## config.mk

```make
export PLATFORM = sky130hd
export DESIGN_NAME = e1_qadd_unpack
export DESIGN_NICKNAME = d
export VERILOG_FILES = /design/src/rtl/e1_qadd_unpack.sv
export SDC_FILE = /design/constraint.sdc
export NUM_CORES = 1
export LEC_CHECK = 0
export CORE_MARGIN = 4
export CORE_UTILIZATION = 30
export DETAILED_ROUTE_END_ITERATION = 10
export HOLD_SLACK_MARGIN = 0.06
export MAX_ROUTING_LAYER = met4
export PLACE_DENSITY_LB_ADDON = 0.2
export SYNTH_ARGS = -nofsm -noshare
export SYNTH_HDL_FRONTEND = slang
export SYNTH_SLANG_ARGS = --single-unit
```

## constraint.sdc

```tcl
create_clock -name clk -period 19.75 [get_ports clk]
set_clock_uncertainty 0.1 [all_clocks]
set_input_delay 3.95 -clock clk [delete_from_list [all_inputs] [get_ports clk]]
set_output_delay 3.95 -clock clk [all_outputs]
set_load 0.005 [all_outputs]
```

## src/rtl/e1_qadd_unpack.sv

```systemverilog
// Unpacks E1 grouped-adder result groups into a serial lane stream through a two-slot buffer.
// Optional drop counter output is enabled by defining E1_QADD_UNPACK_DROPCNT_EN.
module e1_qadd_unpack #(
   parameter int Q   = 15,
   parameter int N   = 64,
   parameter int NUM = 4,
   localparam int LW = $clog2(NUM)
) (
   input  logic             clk,
   input  logic             rst,
   input  logic [N*NUM-1:0] c,
   input  logic             c_valid,
   output logic [N-1:0]     out_data,
   output logic [LW-1:0]    out_lane,
   output logic             out_valid,
   input  logic             out_ready,
   output logic             out_last,
   output logic             full,
   output logic             drop
`ifdef E1_QADD_UNPACK_DROPCNT_EN
   ,
   output logic [15:0]      drop_cnt
`endif
);

   if (NUM < 2) begin : g_bad_num
      $error("e1_qadd_unpack: NUM must be at least 2");
   end
   if (Q < 0 || Q >= N) begin : g_bad_q
      $error("e1_qadd_unpack: Q must lie within the lane width");
   end

   typedef enum logic {
      EMPTY  = 1'b0,
      STREAM = 1'b1
   } state_t;

   state_t        state;
   logic [N-1:0]  mem [2][NUM];
   logic          wp;
   logic          rp;
   logic [1:0]    cnt;
   logic [LW-1:0] lane;
   logic          beat;
   logic          pop;
   logic          accept;
   logic          overflow;

   assign out_valid = (state == STREAM);
   assign out_last  = out_valid && (lane == LW'(NUM - 1));
   assign out_data  = mem[rp][lane];
   assign out_lane  = lane;
   assign full      = (cnt == 2'd2);

   assign beat     = out_valid && out_ready;
   assign pop      = beat && out_last;
   // A pop frees a slot on the same edge, so a full buffer can still accept.
   assign accept   = c_valid && (!full || pop);
   assign overflow = c_valid && full && !pop;

   always_ff @(posedge clk or posedge rst) begin
      if (rst) begin
         state <= EMPTY;
         wp    <= 1'b0;
         rp    <= 1'b0;
         cnt   <= 2'd0;
         lane  <= '0;
         drop  <= 1'b0;
`ifdef E1_QADD_UNPACK_DROPCNT_EN
         drop_cnt <= 16'd0;
`endif
      end else begin
         drop <= overflow;
         cnt  <= cnt + {1'b0, accept} - {1'b0, pop};
         if (accept) wp <= ~wp;
         if (pop)    rp <= ~rp;
         if (beat)   lane <= pop ? '0 : lane + LW'(1);

         case (state)
            EMPTY:   if (accept) state <= STREAM;
            STREAM:  if (pop && !accept && cnt == 2'd1) state <= EMPTY;
            default: state <= EMPTY;
         endcase
`ifdef E1_QADD_UNPACK_DROPCNT_EN
         if (overflow && drop_cnt != 16'hFFFF) drop_cnt <= drop_cnt + 16'd1;
`endif
      end
   end

   // NOTE: the slot storage has no reset; validity is tracked by cnt/state, so clearing data would only cost area.
   always_ff @(posedge clk) begin
      if (accept) begin
         for (int i = 0; i < NUM; i++) mem[wp][i] <= c[i*N +: N];
      end
   end

endmodule

```

After elaboration in Yosys (flattened, before gate mapping)
Memories as Yosys holds them, arrays and structs flattened.
Cells that the tools add are included.
{"block": "totals", "reg_bits": 8, "ramBits": 512, "input_bits": 260, "output_inout_bits": 70, "elab_cells": 38, "n_memories": 1}
{"memory": "mem", "depth": 2, "width": 256, "rd": 1, "rd_clocked_by_memory_dff": 0, "write_ports": 1, "line": "39", "source": "logic [N-1:0] mem [2][NUM];"}
{"block": "classes", "addsub": 3, "magnitude_cmp": 1, "eq_ne": 3, "mux": 8, "bitwise_logic": 4, "reduce_logical": 12}
{"op": "64-bit binary-select mux with 2-bit select", "count": 1}
{"op": "64-bit 2-to-1 mux", "count": 2}
{"op": "1-bit logical AND", "count": 8}
{"op": "2-bit == test (second input constant)", "count": 2}
{"op": "3-bit greater-or-equal comparator (second input constant)", "count": 1}
{"op": "1-bit logical NOT", "count": 3}
{"op": "1-bit 2-to-1 mux", "count": 3}
{"op": "1-bit NOT", "count": 3}
{"op": "2-bit NOT with 3-bit output", "count": 1}
{"op": "2-bit by 1-bit adder with 2-bit output", "count": 1}
{"op": "2-bit by 1-bit adder with 2-bit output (second input constant)", "count": 1}
{"op": "2-bit by 1-bit == test with 1-bit output (second input constant)", "count": 1}
{"op": "2-bit 2-to-1 mux", "count": 1}
{"op": "1-bit case mux with 2 select lines", "count": 1}
{"op": "2-bit by 1-bit subtractor with 2-bit output", "count": 1}
{"op": "1-bit logical OR", "count": 1}

Longest topological paths before layout
{"block": "logic_depth", "word_depth": 10, "mapped_depth": 7, "ltp_nobuf": 7}

Worst setup path before layout
Ideal clock, no wire load.
{"block": "synth_timing", "path_type": "input-to-reg", "from": "input port out_ready", "to": "memory mem[0][0] in the netlist's numbering, enable pin", "setup_ns": 0.877, "arrival_time_ns": 14.984, "t_required_ns": 18.773, "setup_slack_ns": 3.789, "stages": 3, "n_path_buf": 0, "cell_sequence": "nand3_1 > a21bo_2 > nor2_1"}
{"block": "synth_via", "elab_chain_cells": 6}
{"element": "from (decl)", "line": "16", "source": "input logic out_ready,"}
{"element": "1-bit logical AND", "line": "55", "source": "assign beat = out_valid && out_ready;"}
{"element": "1-bit logical AND", "line": "56", "source": "assign pop = beat && out_last;"}
{"element": "1-bit logical OR", "line": "58", "source": "assign accept = c_valid && (!full || pop);"}
{"element": "1-bit logical AND", "line": "58"}
{"element": "1-bit 2-to-1 mux", "line": "92", "source": "if (accept) begin"}
{"element": "1-bit 2-to-1 mux (not written as such)", "line": "93", "source": "for (int i = 0; i < NUM; i++) mem[wp][i] <= c[i*N +: N];"}
{"element": "to (decl)", "line": "39"}
Every way passes these cells.

Worst setup path after layout
{"block": "layout_timing", "from": "register rp", "to": "output port out_data[7]"}
{"block": "layout_via", "elab_chain_cells": 4}
{"element": "from (decl)", "line": "41", "source": "logic rp;"}
{"element": "from (signal assigned)", "line": "76", "source": "if (pop) rp <= ~rp;"}
{"element": "memory read 2 x 256 bit"}
{"element": "64-bit binary-select mux with 2-bit select", "line": "51", "source": "assign out_data = mem[rp][lane];"}
{"element": "64-bit 2-to-1 mux (not written as such) (2 in a row)", "line": "51"}
{"element": "to (decl)", "line": "13", "source": "output logic [N-1:0] out_data,"}
Every way passes these cells. The select of a mux whose other input is x is not followed.

==> run metrics <==
CTS tree built; Main synth FF type edfxtp_1; RSZ-0062 raised after global routing false; fraction of layout cells with a size suffix above 1 0.2523; sequential fraction of the synthesis area 0.7954; outcome complete, no violations; core area 64580 µm²; H-tree levels 2; CP Capture Type output pin; Slowest cell on crit path dfrtp_4; CTS Buffer Depth 3; cell taking the most area after synthesis edfxtp_1; WL final 43.80 mm; Net Sw Frac 0.2691; synthesized cell area 19580 µm²; Total GRT Usage 0.1278; Remaining Overflow, GRT 0; WHS 387.3 ps; PostCTS Resize Cnt 0; final design utilization 0.3977; Clock Latency Late Sink 590 ps; R2R depth 7; Post-Syn Nets 1035; cts hold-fix bufs 0; Comb pwr share 0.307; fillers 5806; Least-Margin Pin Slew 984.2 ps; final worst path period need 8129 ps; count of final setup violators 0; Crit path largest cell delay 790 ps; Pwr Density 148.0 nW/µm²; Hold Crit Class flip-flop to flip-flop; CTS Root Cell clkbuf_16; first-pass GRT wire length 65.74 mm; Worst VDD drop 0.08318 mV; initial drt markers 494; initial antenna violation count 20; yosys warns 0; relative slew slack 0.3439; synth top area cells edfxtp_1 79%, mux4_2 15%, mux2_2 3.8%, dfrtp_1 1.0%, buf_6 0.63%; via count of the first global-routing pass 10170; DR WL/cell 21.30 µm; Area Growth Syn to Fin 31.16%; Worst path depth 5; number of remaining DRC errors 0; internal cell power 2.778 mW; Final Power 3.801 mW; Post-DP HPWL 28.28 mm; Placer Congestion 0.6923; Post-synth EDFFs 512; crit start category flip-flop; synth cell count leaders 512 x edfxtp_1, 128 x mux4_2, 66 x mux2_2; NumNets Final 1401; Synth async-reset ratio 0.01538; CP arrival 4080 ps; P_sw 1.023 mW; Flop pwr share 0.426; final non-filler cell total 2056; Die X 263.5 µm; Worst path most repeated cell buf_4; Via density 4.434; Die Area 69420 µm²; kind of cell adding the most delay to the critical path buffers and inverters; CP Class flip-flop to output pin; first drt pass iteration count 4; top-count cell post-synth edfxtp_1; final antenna-violating net count 0; achievable frequency 0.1230 GHz; Post-Syn Instances 773; # rows 93; clock network power share 0.267; CP Cell Sequence buf_4 > buf_4 > mux4_2 > mux2_2 > clkdlybuf4s50_1; Pleak 8.232 nW; worst-path fanout max 34; flops & latches, synth 520; Die Ht 263.5 µm; Port Buffers 329; Yosys top cell area share 0.7852; Syn Area/Cell 25.33 µm²; postcts setup bufs 0; Final period util 0.4116; Clock transition at path regs 60 ps; Initial Utilization 0.3032; io pins 330; count of pins over their slew limit 0; Max-cap violations 0; largest net degree at the start of global routing 70; worst hold path depth 1; placed cell count 1936; TNS Setup 0 ps; CTS buffer count 56; Netlist cell types 22; via count 9117; Fin. Hold Viols 0; Critical Path RT 15700 ps; Clock Sink Count 520; WP buf/inv 3
## registers in the layout, summed over array words and instances, names as in the netlist
name	count
wp	1
drop	1
rp	1
cnt	2
mem	512
out_valid	1
out_lane	2
## cells in the final DEF (no fill, tap or decap), drive strengths merged
master and instances:
bufinv 5, clkinvlp 3, clkdlybuf4s50 329, mux2 66, and3 1, nand2 1
inv 5, ha 2, mux4 128, buf 14, xnor2 4, clkinv 23
nor2 4, a21bo 1, o21ai 1, diode 20, dfrtp 8, nand3 2
nor4bb 1, and2 1, nand2b 1, edfxtp 512, clkbuf 67, a21oi 2
## worst paths after layout
path / to / startpoint / slack (ps)
max reg2reg: mem[1][124] / out_lane[0] / 14520
min: out_valid / cnt[0] / 390
max in group asynchronous: out_lane[1] / rst / 15760
min in group asynchronous: cnt[1] / rst / 3510
max: out_data[7] / rp / 11620
min reg2reg: out_valid / cnt[0] / 390
## power groups by stage
stage	sequential (mW)	clock, mW	combinational [mW]
2_1_floorplan	1.69	0	0.735
3_3_place_gp	1.64	0	1.20
3_5_place_dp	1.65	0	1.21
4_1_cts	1.63	1.05	1.21
5_1_grt	1.65	1.10	1.27
6_report	1.62	1.01	1.17
## per-layer routing
metal / vias to the layer above / GRT usage / wire, µm
li1: 4092 / - / -
met1: 4677 / 0.1505 / 17490
met2: 277 / 0.2032 / 21270
met3: 71 / 0.05505 / 4111
met4: 0 / 0.03273 / 918
met5: - / - / 0
## stage by stage
| step | instance area [µm²] | setup WS [ps] |
|---|---|---|
| global route | 25680 | 11200 |
| finish | 25680 | 11620 |
| floorplan | 19580 | 3789 |
| global placement | 23850 | 11820 |
| CTS | 25630 | 11370 |
| detailed placement | 23850 | 11750 |
## kinds of logic after synthesis
| group | after synthesis | synth area share |
|---|---|---|
| AOI/OAI and AO/OA | 4 | 0.001278 |
| xor gates and xnor gates | 4 | 0.001789 |
| adders and majority gates | 2 | 0.001278 |
| buffers and inverters | 38 | 0.01214 |
| DFF | 520 | 0.7954 |
| muxes | 194 | 0.1852 |
| and+or+nand+nor | 11 | 0.002940 |
## cell type report
cell class                      instances  area, µm²  area share
Clock inverter                         33      321.6     0.01252
Clock buffer                           67       1463     0.05695
Tap cell                              855       1070     0.04165
Multi-Input combinational cell        215       3784      0.1473
Sequential cell                       520      15590      0.6069
Antenna cell                           20      50.05    0.001949
Timing Repair Buffer                  343       3398      0.1323
Inverter                                3      11.26   0.0004384
## worst register-to-register path: stages (launching register included)
cell and delay [ps]:
dfrtp_4 740, buf_4 700, ha_1 350, nand3_1 220, a21bo_2 330, nor2_4 680
buf_4 720, buf_4 920
Power figures use the tool's default switching activity.
==> variant: new RTL, same settings <==
Build with the macro `E1_QADD_UNPACK_DROPCNT_EN` defined.
--- a/src/rtl/e1_qadd_unpack.sv
+++ b/src/rtl/e1_qadd_unpack.sv
@@ -1,4 +1,6 @@
 // Unpacks E1 grouped-adder result groups into a serial lane stream through a two-slot buffer.
 // Optional drop counter output is enabled by defining E1_QADD_UNPACK_DROPCNT_EN.
+`define E1_QADD_UNPACK_DROPCNT_EN
+
 module e1_qadd_unpack #(
    parameter int Q   = 15,
Function (old outputs only; new: drop_cnt): no difference found for any inputs over 4 cycles, from zero or initial values and one cycle with rst high; that may be too few to reach the edited logic, so the function may still have changed.
==> variant against the original RTL <==
Die area is 4.1% higher; worst hold slack better by 17 ps; sequential cell count up 16; routed wire length up 4.8%; first-iteration DRC count up 8.5%; setup slack gained 47 ps; synthesized area is 4.2% higher; power is 1.7% higher; count of clock-buffer cells in the layout is 4 higher; cell count up 4.5%; cell area rose by 3.7%; largest power group unchanged.
==> variant: results (changes against the original RTL) <==
Power
  • Part of the total power dissipated in the clock network: 0.265 (-0.002)
  • VDD IR max: 0.0792 mV (-4.7%)
  • Net switching fraction of the power: 0.270 (+0.000715)
  • Reported leakage power: 8.66 nW (+5.2%)

Synthesis
  • Register area share after synthesis: 0.783 (-0.0125)
  • Leading post-synthesis cells by cell area: edfxtp_1, mux4_2, mux2_2
  • Post-synthesis share of cell area spent on full adders, half adders and majority gates: 0.00184 (+0.000562)
  • Compound-Gate Fraction of Synth Area: 0.00147 (+0.000194)
  • Multiplexer share of the synthesized area: 0.178 (-0.00674)
  • Fraction of synthesis flops using an asynchronous set or reset pin: 0.0448 (+0.0294)
  • Synth cell count leaders: edfxtp_1, mux4_2, mux2_2
  • Synthesized-area fraction occupied by xor and xnor cells: 0.00773 (+0.00594)
  • Number of distinct library cells after synthesis: 35 (+59%)

GRT
  • Largest net degree at the start of global routing: 75 (+7.1%)
  • Antenna violations before repair: 6 (-70%)
  • Overall Global Routing Usage: 0.130 (+0.00215)
  • Number of global-route vias before repair: 10,903 (+7.2%)
  • Met2 Use GR: 0.221 (+0.0180)

Drt
  • Iteration-0 DRC count of the detailed router: 536 (+8.5%)
  • Vias after detailed routing: 9,804 (+7.5%)

Placement
  • Routability Congestion: 0.712 (+2.9%)
  • IO buf count: 345 (+4.9%)
  • HPWL reported at the end of detailed placement: 29.4 mm (+4.1%)

Worst hold path
  • Hold path startpoint: drop_cnt[15]

Critical path
  • Crit Path Max Fanout: 46 (+35%)
  • FF-to-FF Start: out_lane[1]
  • Largest incremental delay on the critical path: 1090 ps (+300 ps)

Status
  • Run status: complete, no violations

Timing
  • Least-Margin Pin Slew: 1060 ps (+73.6 ps)

Finish
  • Fraction of layout instances using a drive strength above 1: 0.230 (-0.0226)
[variant: cell count changes after synthesis, moves of 4 or more]
cell	before	now
xor2_1	0	13
nand2_1	1	9
nand4_1	0	5
buf_1	10	6
clkbuf_1	8	13
dfrtp_1	8	24
nor4_1	0	7
nor3_1	0	6
[variant: stage by stage]
step                cells  worst slack (ps)  instance area [um^2]  hold WS, ps
floorplan             847              3820                 20400          360
global placement     2040             11810                 24800          385
detailed placement   2040             11780                 24800          398
CTS                  2144             11400                 26600          406
global route         2148             11260                 26600          434
finish               2149             11670                 26600          405
[variant: layer usage]
| layer | routed length (um) | share of wire |
|---|---|---|
| met4 | 837 | 0.018 |
| met3 | 2600 | 0.057 |
| met5 | 0 | 0 |
| met2 | 24100 | 0.52 |
| met1 | 18400 | 0.40 |
[variant: power groups by stage]
stage                     Combinational (W)  Sequential [W]  Clock (W)
after detailed placement            0.00121         0.00170          0
final                               0.00117         0.00167    0.00103
after floorplan                    0.000740         0.00171          0
after CTS                           0.00122         0.00168    0.00107
after global placement              0.00121         0.00169          0
after global routing                0.00127         0.00170    0.00112
[variant: worst paths after layout]
check | end | cells past startpoint | slack, ps
max | out_data[56] | 4 | 11670
max in group asynchronous | rp | 2 | 15070
max reg2reg | mem[1][60] | 7 | 14520
min reg2reg | drop_cnt[15] | 1 | 400
min | drop_cnt[15] | 1 | 400
min in group asynchronous | out_lane[1] | 2 | 3780
[variant: cell type report]
cell class / count / area (um^2)
Antenna cell: 5 / 12.5
Clock buffer: 71 / 1520
Clock inverter: 33 / 273
Fill cell: 6046 / 40600
Inverter: 4 / 15.0
Multi-Input combinational cell: 270 / 4190
Sequential cell: 536 / 16000
Tap cell: 873 / 1090
Timing Repair Buffer: 357 / 3540
